==> src/rtl/reminder_scheduler.sv <==
// Hydration reminder scheduler: BCD minute countdown, alert with escalation,
// snooze, and a saturating BCD tally of acknowledged drinks.
//
// state  | meaning
// IDLE   | reminders disarmed, outputs quiet
// COUNT  | counting down the interval in BCD minutes
// ALERT  | reminder raised, waiting for ack/snooze, escalation timer running
// SNOOZE | counting down the snooze period, alert suppressed
module reminder_scheduler #(
  parameter int unsigned INTERVAL_MIN      = 45,
  parameter int unsigned SNOOZE_MIN        = 10,
  parameter int unsigned ALERT_TIMEOUT_MIN = 5
) (
  input  logic       clk,
  input  logic       reset,
  input  logic       minTick,
  input  logic       enable,
  input  logic       ack,
  input  logic       snooze,
  input  logic       loadInterval,
  input  logic [7:0] intervalBcd,
  output logic       alert,
  output logic       escalate,
  output logic [7:0] minsLeftBcd,
  output logic [7:0] drinkCount,
  output logic [1:0] state
);

  typedef enum logic [1:0] {
    S_IDLE   = 2'b00,
    S_COUNT  = 2'b01,
    S_ALERT  = 2'b10,
    S_SNOOZE = 2'b11
  } state_e;

  localparam logic [3:0] INT_TENS = 4'(INTERVAL_MIN / 10);
  localparam logic [3:0] INT_ONES = 4'(INTERVAL_MIN % 10);
  localparam logic [3:0] SNZ_TENS = 4'(SNOOZE_MIN / 10);
  localparam logic [3:0] SNZ_ONES = 4'(SNOOZE_MIN % 10);
  localparam logic [7:0] INTERVAL_BCD = {INT_TENS, INT_ONES};
  localparam logic [7:0] SNOOZE_BCD   = {SNZ_TENS, SNZ_ONES};
  localparam logic [6:0] TIMEOUT      = 7'(ALERT_TIMEOUT_MIN);

  state_e     state_q, state_d;
  logic [7:0] remaining_q, remaining_d;
  logic [7:0] interval_q, interval_d;
  logic [7:0] drink_q, drink_d;
  logic [6:0] timer_q, timer_d;
  logic       escalate_q, escalate_d;
  logic       alert_q, alert_d;
  logic       load_ok;

  function automatic logic [7:0] bcd_dec(input logic [7:0] v);
    if (v[3:0] == 4'd0) bcd_dec = {v[7:4] - 4'd1, 4'd9};
    else                bcd_dec = {v[7:4], v[3:0] - 4'd1};
  endfunction

  function automatic logic [7:0] bcd_inc_sat(input logic [7:0] v);
    if (v == 8'h99)          bcd_inc_sat = v;
    else if (v[3:0] == 4'd9) bcd_inc_sat = {v[7:4] + 4'd1, 4'd0};
    else                     bcd_inc_sat = {v[7:4], v[3:0] + 4'd1};
  endfunction

  assign load_ok = loadInterval && (intervalBcd[7:4] <= 4'd9) &&
                   (intervalBcd[3:0] <= 4'd9) && (intervalBcd != 8'h00);

  // The reload paths read interval_q, so a load on the same edge is seen
  // only from the next reload onward.
  always_comb begin
    interval_d = load_ok ? intervalBcd : interval_q;
  end

  always_comb begin
    state_d     = state_q;
    remaining_d = remaining_q;
    drink_d     = drink_q;
    timer_d     = timer_q;
    escalate_d  = escalate_q;

    if (!enable) begin
      state_d     = S_IDLE;
      remaining_d = 8'h00;
      timer_d     = 7'd0;
      escalate_d  = 1'b0;
    end else begin
      case (state_q)
        S_IDLE: begin
          state_d     = S_COUNT;
          remaining_d = interval_q;
        end
        S_COUNT: begin
          if (ack) begin
            remaining_d = interval_q;
          end else if (snooze) begin
            state_d = S_COUNT;
          end else if (minTick) begin
            if (remaining_q == 8'h01) begin
              state_d     = S_ALERT;
              remaining_d = 8'h00;
              timer_d     = 7'd0;
              escalate_d  = 1'b0;
            end else begin
              remaining_d = bcd_dec(remaining_q);
            end
          end
        end
        S_ALERT: begin
          if (ack) begin
            state_d     = S_COUNT;
            remaining_d = interval_q;
            drink_d     = bcd_inc_sat(drink_q);
            timer_d     = 7'd0;
            escalate_d  = 1'b0;
          end else if (snooze) begin
            state_d     = S_SNOOZE;
            remaining_d = SNOOZE_BCD;
            timer_d     = 7'd0;
            escalate_d  = 1'b0;
          end else if (minTick) begin
            timer_d    = (timer_q < TIMEOUT) ? timer_q + 7'd1 : timer_q;
            escalate_d = (timer_d >= TIMEOUT);
          end
        end
        S_SNOOZE: begin
          if (ack) begin
            state_d     = S_COUNT;
            remaining_d = interval_q;
            drink_d     = bcd_inc_sat(drink_q);
          end else if (minTick) begin
            if (remaining_q == 8'h01) begin
              state_d     = S_ALERT;
              remaining_d = 8'h00;
              timer_d     = 7'd0;
              escalate_d  = 1'b0;
            end else begin
              remaining_d = bcd_dec(remaining_q);
            end
          end
        end
        default: begin
          state_d     = S_IDLE;
          remaining_d = 8'h00;
          timer_d     = 7'd0;
          escalate_d  = 1'b0;
        end
      endcase
    end

    alert_d = (state_d == S_ALERT);
  end

  always_ff @(posedge clk) begin
    if (!reset) begin
      state_q     <= S_IDLE;
      remaining_q <= 8'h00;
      interval_q  <= INTERVAL_BCD;
      drink_q     <= 8'h00;
      timer_q     <= 7'd0;
      escalate_q  <= 1'b0;
      alert_q     <= 1'b0;
    end else begin
      state_q     <= state_d;
      remaining_q <= remaining_d;
      interval_q  <= interval_d;
      drink_q     <= drink_d;
      timer_q     <= timer_d;
      escalate_q  <= escalate_d;
      alert_q     <= alert_d;
    end
  end

  assign state       = state_q;
  assign alert       = alert_q;
  assign escalate    = escalate_q;
  assign minsLeftBcd = remaining_q;
  assign drinkCount  = drink_q;

endmodule

==> config.mk <==
export PLATFORM = sky130hd
export DESIGN_NAME = reminder_scheduler
export DESIGN_NICKNAME = d
export VERILOG_FILES = /design/src/rtl/reminder_scheduler.sv
export SDC_FILE = /design/constraint.sdc
export NUM_CORES = 1
export LEC_CHECK = 0
export ABC_AREA = 1
export CORE_MARGIN = 2
export CORE_UTILIZATION = 35
export CTS_BUF_LIST = sky130_fd_sc_hd__clkbuf_16
export DETAILED_ROUTE_END_ITERATION = 12
export PLACE_DENSITY = 0.55
export SLEW_MARGIN = 20
export SYNTH_ARGS = -nofsm -noshare
export SYNTH_HDL_FRONTEND = slang
export SYNTH_SLANG_ARGS = --single-unit
==> constraint.sdc <==
create_clock -name clk -period 4.3 [get_ports clk]
set_clock_uncertainty 0.15 [all_clocks]
set_input_delay 0.43 -clock clk [delete_from_list [all_inputs] [get_ports clk]]
set_output_delay 0.43 -clock clk [all_outputs]
set_load 0.005 [all_outputs]
== After elaboration in Yosys (flattened, before gate mapping) ==
Cells that the tools add are included.

* Flip-flop bits (word level): 35
* Word-level logic and storage cells: 82

* $add $sub $neg: 5
* Magnitude comparators: 4
* Eq/ne operators: 13
* Muxes and demuxes: 38
* Bitwise logic cells: 1
* Reductions and logical operators: 13

{| class="wikitable"
|+ Operator list
! kind !! count
|-
| 8-bit 2-to-1 mux || 8
|-
| 7-bit 2-to-1 mux || 9
|-
| 8-bit one-hot mux with 4 select lines || 1
|-
| 7-bit one-hot mux with 3 select lines || 1
|-
| 2-bit 2-to-1 mux || 8
|-
| 5-bit AND reduction || 2
|-
| 4-bit by 1-bit adder with 4-bit output (second input constant) || 2
|-
| 8-bit by 1-bit == test with 1-bit output (second input constant) || 1
|-
| 8-bit == test (second input constant) || 1
|-
| 4-bit less-or-equal comparator (second input constant) || 2
|-
| 1-bit 2-to-1 mux || 8
|-
| 2-bit one-hot mux with 4 select lines || 1
|-
| 8-bit nonzero test || 1
|-
| 4-bit by 1-bit subtractor with 4-bit output (second input constant) || 2
|-
| 7-bit by 1-bit adder with 7-bit output (second input constant) || 1
|-
| 7-bit by 3-bit >= comparator with 1-bit output (second input constant) || 1
|-
| 7-bit by 3-bit < comparator with 1-bit output (second input constant) || 1
|-
| 2-bit == test (second input constant) || 3
|-
| 2-bit != test (second input constant) || 3
|-
| 3-bit != test (second input constant) || 2
|-
| 4-bit == test (second input constant) || 1
|-
| 4-bit zero test || 1
|-
| 4-bit 2-to-1 mux || 1
|-
| 4-bit != test (second input constant) || 1
|-
| 9 further kinds || 12
|}

== Depth between registers and ports, before layout ==
* Word-level depth: 8
* Gate-level depth with buffers: 11
* Gate-level depth less buffers: 11

== Worst setup path after synthesis ==
Ideal clock, no wire load.

* Path type: reg2reg
* From: reg remaining_q[4] (netlist: minsLeftBcd[4])
* To: reg remaining_q[7] (netlist: minsLeftBcd[7])
* Setup time: 0.116 ns
* Arrival: 1.375 ns
* Data required time: 4.034 ns
* Path slack: 2.659 ns
* Cell stages (with the launch flop): 10
* Cell sequence: dfxtp_1 > inv_1 > ha_1 > nor3b_1 > nand3_1 > nand3_1 > nand2_4 > clkinv_2 > o21ai_0 > nor2_1

* Word-level cells in the longest chain between the ends: 7
* Elaborated cells on any way between the ends: 9
* Those cells by class: add/sub (1); eq/ne (1); mux (7)

{| class="wikitable"
|+ RTL lines
! element !! line !! source
|-
| start, declared || 45 || <nowiki>logic [7:0] remaining_q, remaining_d;</nowiki>
|-
| start signal, assigned || 163 || <nowiki>remaining_q <= remaining_d;</nowiki>
|-
| 4-bit by 1-bit subtractor with 4-bit output || 54 || <nowiki>if (v[3:0] == 4'd0) bcd_dec = {v[7:4] - 4'd1, 4'd9};</nowiki>
|-
| 8-bit 2-to-1 mux || 54 ||
|-
| 8-bit 2-to-1 mux (*) || 97 || <nowiki>if (remaining_q == 8'h01) begin</nowiki>
|-
| 8-bit 2-to-1 mux (*) || 129 || <nowiki>end else if (minTick) begin</nowiki>
|-
| 8-bit 2-to-1 mux || 94 || <nowiki>end else if (snooze) begin</nowiki>
|-
| 8-bit 2-to-1 mux || 92 || <nowiki>if (ack) begin</nowiki>
|-
| 8-bit one-hot mux with 4 select lines (*) || 86 || <nowiki>case (state_q)</nowiki>
|}

Every way passes the cells marked *; elsewhere a longest branch is shown, timed or not. The select of a mux whose other input is x is not followed.
A chain may end at the register's enable or synchronous reset.

== Worst setup path in the final report ==
* From: in reset
* To: reg remaining_q[0] (netlist: minsLeftBcd[0])

* Word-level cells in the longest chain between the ends: 1

{| class="wikitable"
|+ RTL lines
! element !! line !! source
|-
| start, declared || 15 || <nowiki>input logic reset,</nowiki>
|-
| 2-bit AND reduction (no source line) || - ||
|}

No other way between the ends.

==> PnR_summary.wiki <==
{| class="wikitable"
! Metric !! Value
|-
| Deepest level of the CTS H-tree || 2
|-
| Syn_nets || 291
|-
| Width of the die || 75.9 µm
|-
| Top library cells by usage in the layout, fill and taps aside || nand2_1, inv_1, nor2_1
|-
| Crit share post-route || 48.1%
|-
| Hold Slack || 0.312 ns
|-
| Die Footprint || 0.00577 mm²
|-
| Total placed instance area || 0.00223 mm²
|-
| Vertical die dimension || 75.9 µm
|-
| Sequential cell area fraction in the yosys report || 38.7%
|-
| Wire length per cell || 10.6 µm
|-
| Final critical path time including I/O delays and setup || 2.07 ns
|-
| Dpl hpwl || 3020 µm
|-
| Worst Setup Path Type || in -> reg
|-
| Antenna violations before repair || 0
|-
| Root buffer cell || clkbuf_16
|-
| Number of buffers inserted to repair setup after CTS || 0
|-
| Peak supply drop || 0.166 mV
|-
| Finished layout cell area || 0.00239 mm²
|-
| Number of register bits inferred by synthesis || 35
|-
| Launching element type of the critical path || input port
|-
| Synth warnings || 0
|-
| Area share of xor/xnor cells in the synthesized design || 0.967%
|-
| Placeable core region || 0.00504 mm²
|-
| Synth async-reset ratio || 0%
|-
| Largest family of logic cells by synthesized area || simple AND/OR/NAND/NOR gates
|-
| Count of distinct cell types in the synthesized netlist || 29
|-
| Cell-internal power || 0.644 mW
|-
| Clock Pin Slew Worst Setup and Hold Paths || 0.05 ns
|-
| Commonest non-fill, non-tap cell in the layout || nand2_1
|-
| Syn Std Cell Area || 0.00181 mm²
|-
| Starting density of the core || 35.9%
|-
| Total chip power || 0.826 mW
|-
| Unrepaired setup endpoints after global routing || false
|-
| Share of the synthesized area in compound gates (AO/OA/AOI/OAI) || 15.3%
|-
| Number of enable flip-flop cells after synthesis || 0
|-
| Number of placement rows || 26
|-
| Final-report hold violation count || 0
|-
| Portion of total power attributed to sequential cells || 41.6%
|-
| Worst Path Required || 4.35 ns
|-
| Routed WL || 4030 µm
|-
| Area grow syn2layout || 32.1%
|-
| Clock insertion delay at the later pin of the skew report || 0.27 ns
|-
| Crit. End Element || flip-flop
|-
| Total global-route track usage || 15.0%
|-
| Area share of the largest cell type after synthesis || 38.7%
|-
| Headroom to the max-slew limit || 67.8%
|-
| Power per unit of standard cell area || 345 mW/mm²
|-
| Number of nets at the end of the flow || 331
|-
| CTS tree || yes
|-
| CTS max path bufs || 2
|-
| Outcome || finished clean
|-
| Arrival time reported for the critical path endpoint || 2.12 ns
|-
| Setup violators final || 0
|-
| First-pass DRT Iterations || 5
|-
| Clock power frac || 47.5%
|-
| Number of top-level pins || 35
|-
| Finished Layout Cells || 381
|-
| Final weighted congestion in routability-driven placement || 0.730
|-
| Largest net degree at the start of global routing || 15
|-
| Number of global-route vias before repair || 1627
|-
| Final setup TNS || 0 ns
|-
| Avg Cell Area, Syn || 6.69 µm²
|-
| Mux contribution to synthesized area || 0%
|-
| Largest area contributor in the synthesized netlist || dfxtp_1
|-
| Overall via count from detail_route || 1745
|-
| Cell count after placement || 374
|-
| Transition at the pin with the smallest max-transition slack || 0.481 ns
|-
| Synth Area in Adders || 3.45%
|-
| Pins Over Slew Limit || 0
|-
| Synth Area in Simple Gates || 32.3%
|-
| Leakage power total || 1.02 nW
|-
| Antenna viol nets, final || 0
|-
| Primary FF master, synth || dfxtp_1
|-
| Part of the total power dissipated in combinational logic || 11.0%
|-
| Initial detailed-routing violation count || 55
|-
| Maximum clock frequency || 0.483 GHz
|-
| Switching Share || 22.0%
|-
| Largest driver fanout on the critical path || 14
|-
| CTS hold repair buffers || 0
|-
| Max_cap viols || 0
|-
| Per-cell via count in the routed design || 4.58
|-
| Worst hold path type || reg -> reg
|-
| Antenna cell count || 0
|-
| Number of gates given a new drive strength after cts || 0
|-
| Count of unresolved DRC violations after routing || 0
|-
| Number of port buffers || 34
|-
| Total gr overflow || 0
|-
| TritonCTS Buffers || 5
|-
| Wire length of the first global-routing pass || 7250 µm
|-
| Switching Power || 0.182 mW
|-
| Post-synthesis cell count || 271
|-
| Leading cell types by total area after synthesis || dfxtp_1, nand2_1, nor2_1
|-
| Sinks on the clock net || 35
|-
| Fraction of final layout cells with drive strength greater than 1 || 6.11%
|}
[worst max-delay path: stages]
cell and delay (ns):
clkdlybuf4s50_1 0.77, nand2_1 0.35, inv_1 0.30, o21ai_0 0.14
a21oi_1 0.14
[worst paths after layout]
path / startpoint / endpoint / cells after the start / slack, ns
max reg2reg: minsLeftBcd[4] / escalate / 9 / 2.32
min: timer_q[3] / timer_q[3] / 2 / 0.31
min reg2reg: timer_q[3] / timer_q[3] / 2 / 0.31
max: reset / minsLeftBcd[0] / 5 / 2.23
[power groups by stage]
stage          Combinational [mW]  Clock [mW]  Sequential (mW)
2_1_floorplan              0.0531           0            0.348
3_3_place_gp               0.0906           0            0.350
3_5_place_dp               0.0902           0            0.350
4_1_cts                    0.0914       0.400            0.343
5_1_grt                     0.103       0.413            0.345
6_report                   0.0907       0.392            0.343
[state kept, by name (all words and copies together) (netlist names)]
register,count
state,2
minsLeftBcd,8
alert,1
timer_q,7
drinkCount,8
escalate,1
interval_q,8
[kinds of logic (layout without fill, tap and decap cells)]
| logic type | Yosys count | in the layout |
|---|---|---|
| fa+ha+maj | 5 | 5 |
| flops | 35 | 35 |
| buf+inv | 44 | 84 |
| compound gates | 52 | 52 |
| xor+xnor | 2 | 2 |
| simple gates | 133 | 133 |
[stage by stage]
stage               utilization, %  worst slack (ns)
floorplan                        -              2.66
global placement              44.3              1.95
detailed placement            44.3              1.93
CTS                           47.5              2.18
global route                  47.5              2.02
finish                        47.5              2.23
[Yosys cell counts, types with 2 or more instances]
library cell / instances
nand4_1: 4
nand2_2: 2
nand3_1: 17
nand2_1: 57
inv_2: 2
xnor2_1: 2
dfxtp_1: 35
nor2_1: 41
a211oi_1: 2
nor3b_1: 2
o21ai_0: 24
ha_1: 5
a21oi_1: 20
nor3_1: 2
inv_1: 40
or2_2: 3
[cell type report]
cell class | count | area [µm²]
Clock buffer | 5 | 125
Inverter | 43 | 163
Tap cell | 70 | 87.6
Clock inverter | 2 | 33.8
Sequential cell | 35 | 701
Fill cell | 539 | 2650
Multi-Input combinational cell | 192 | 943
Timing Repair Buffer | 34 | 340
[routing by layer]
| metal | part of all wire (%) | global-route usage, % | wire length (µm) |
|---|---|---|---|
| met5 | 0 | 0 | 0 |
| met4 | 1.4 | 5.45 | 57 |
| met3 | 4.6 | 4.29 | 185 |
| met2 | 42 | 23.2 | 1690 |
| met1 | 52 | 20.1 | 2100 |
Power figures use the tool's default switching activity.
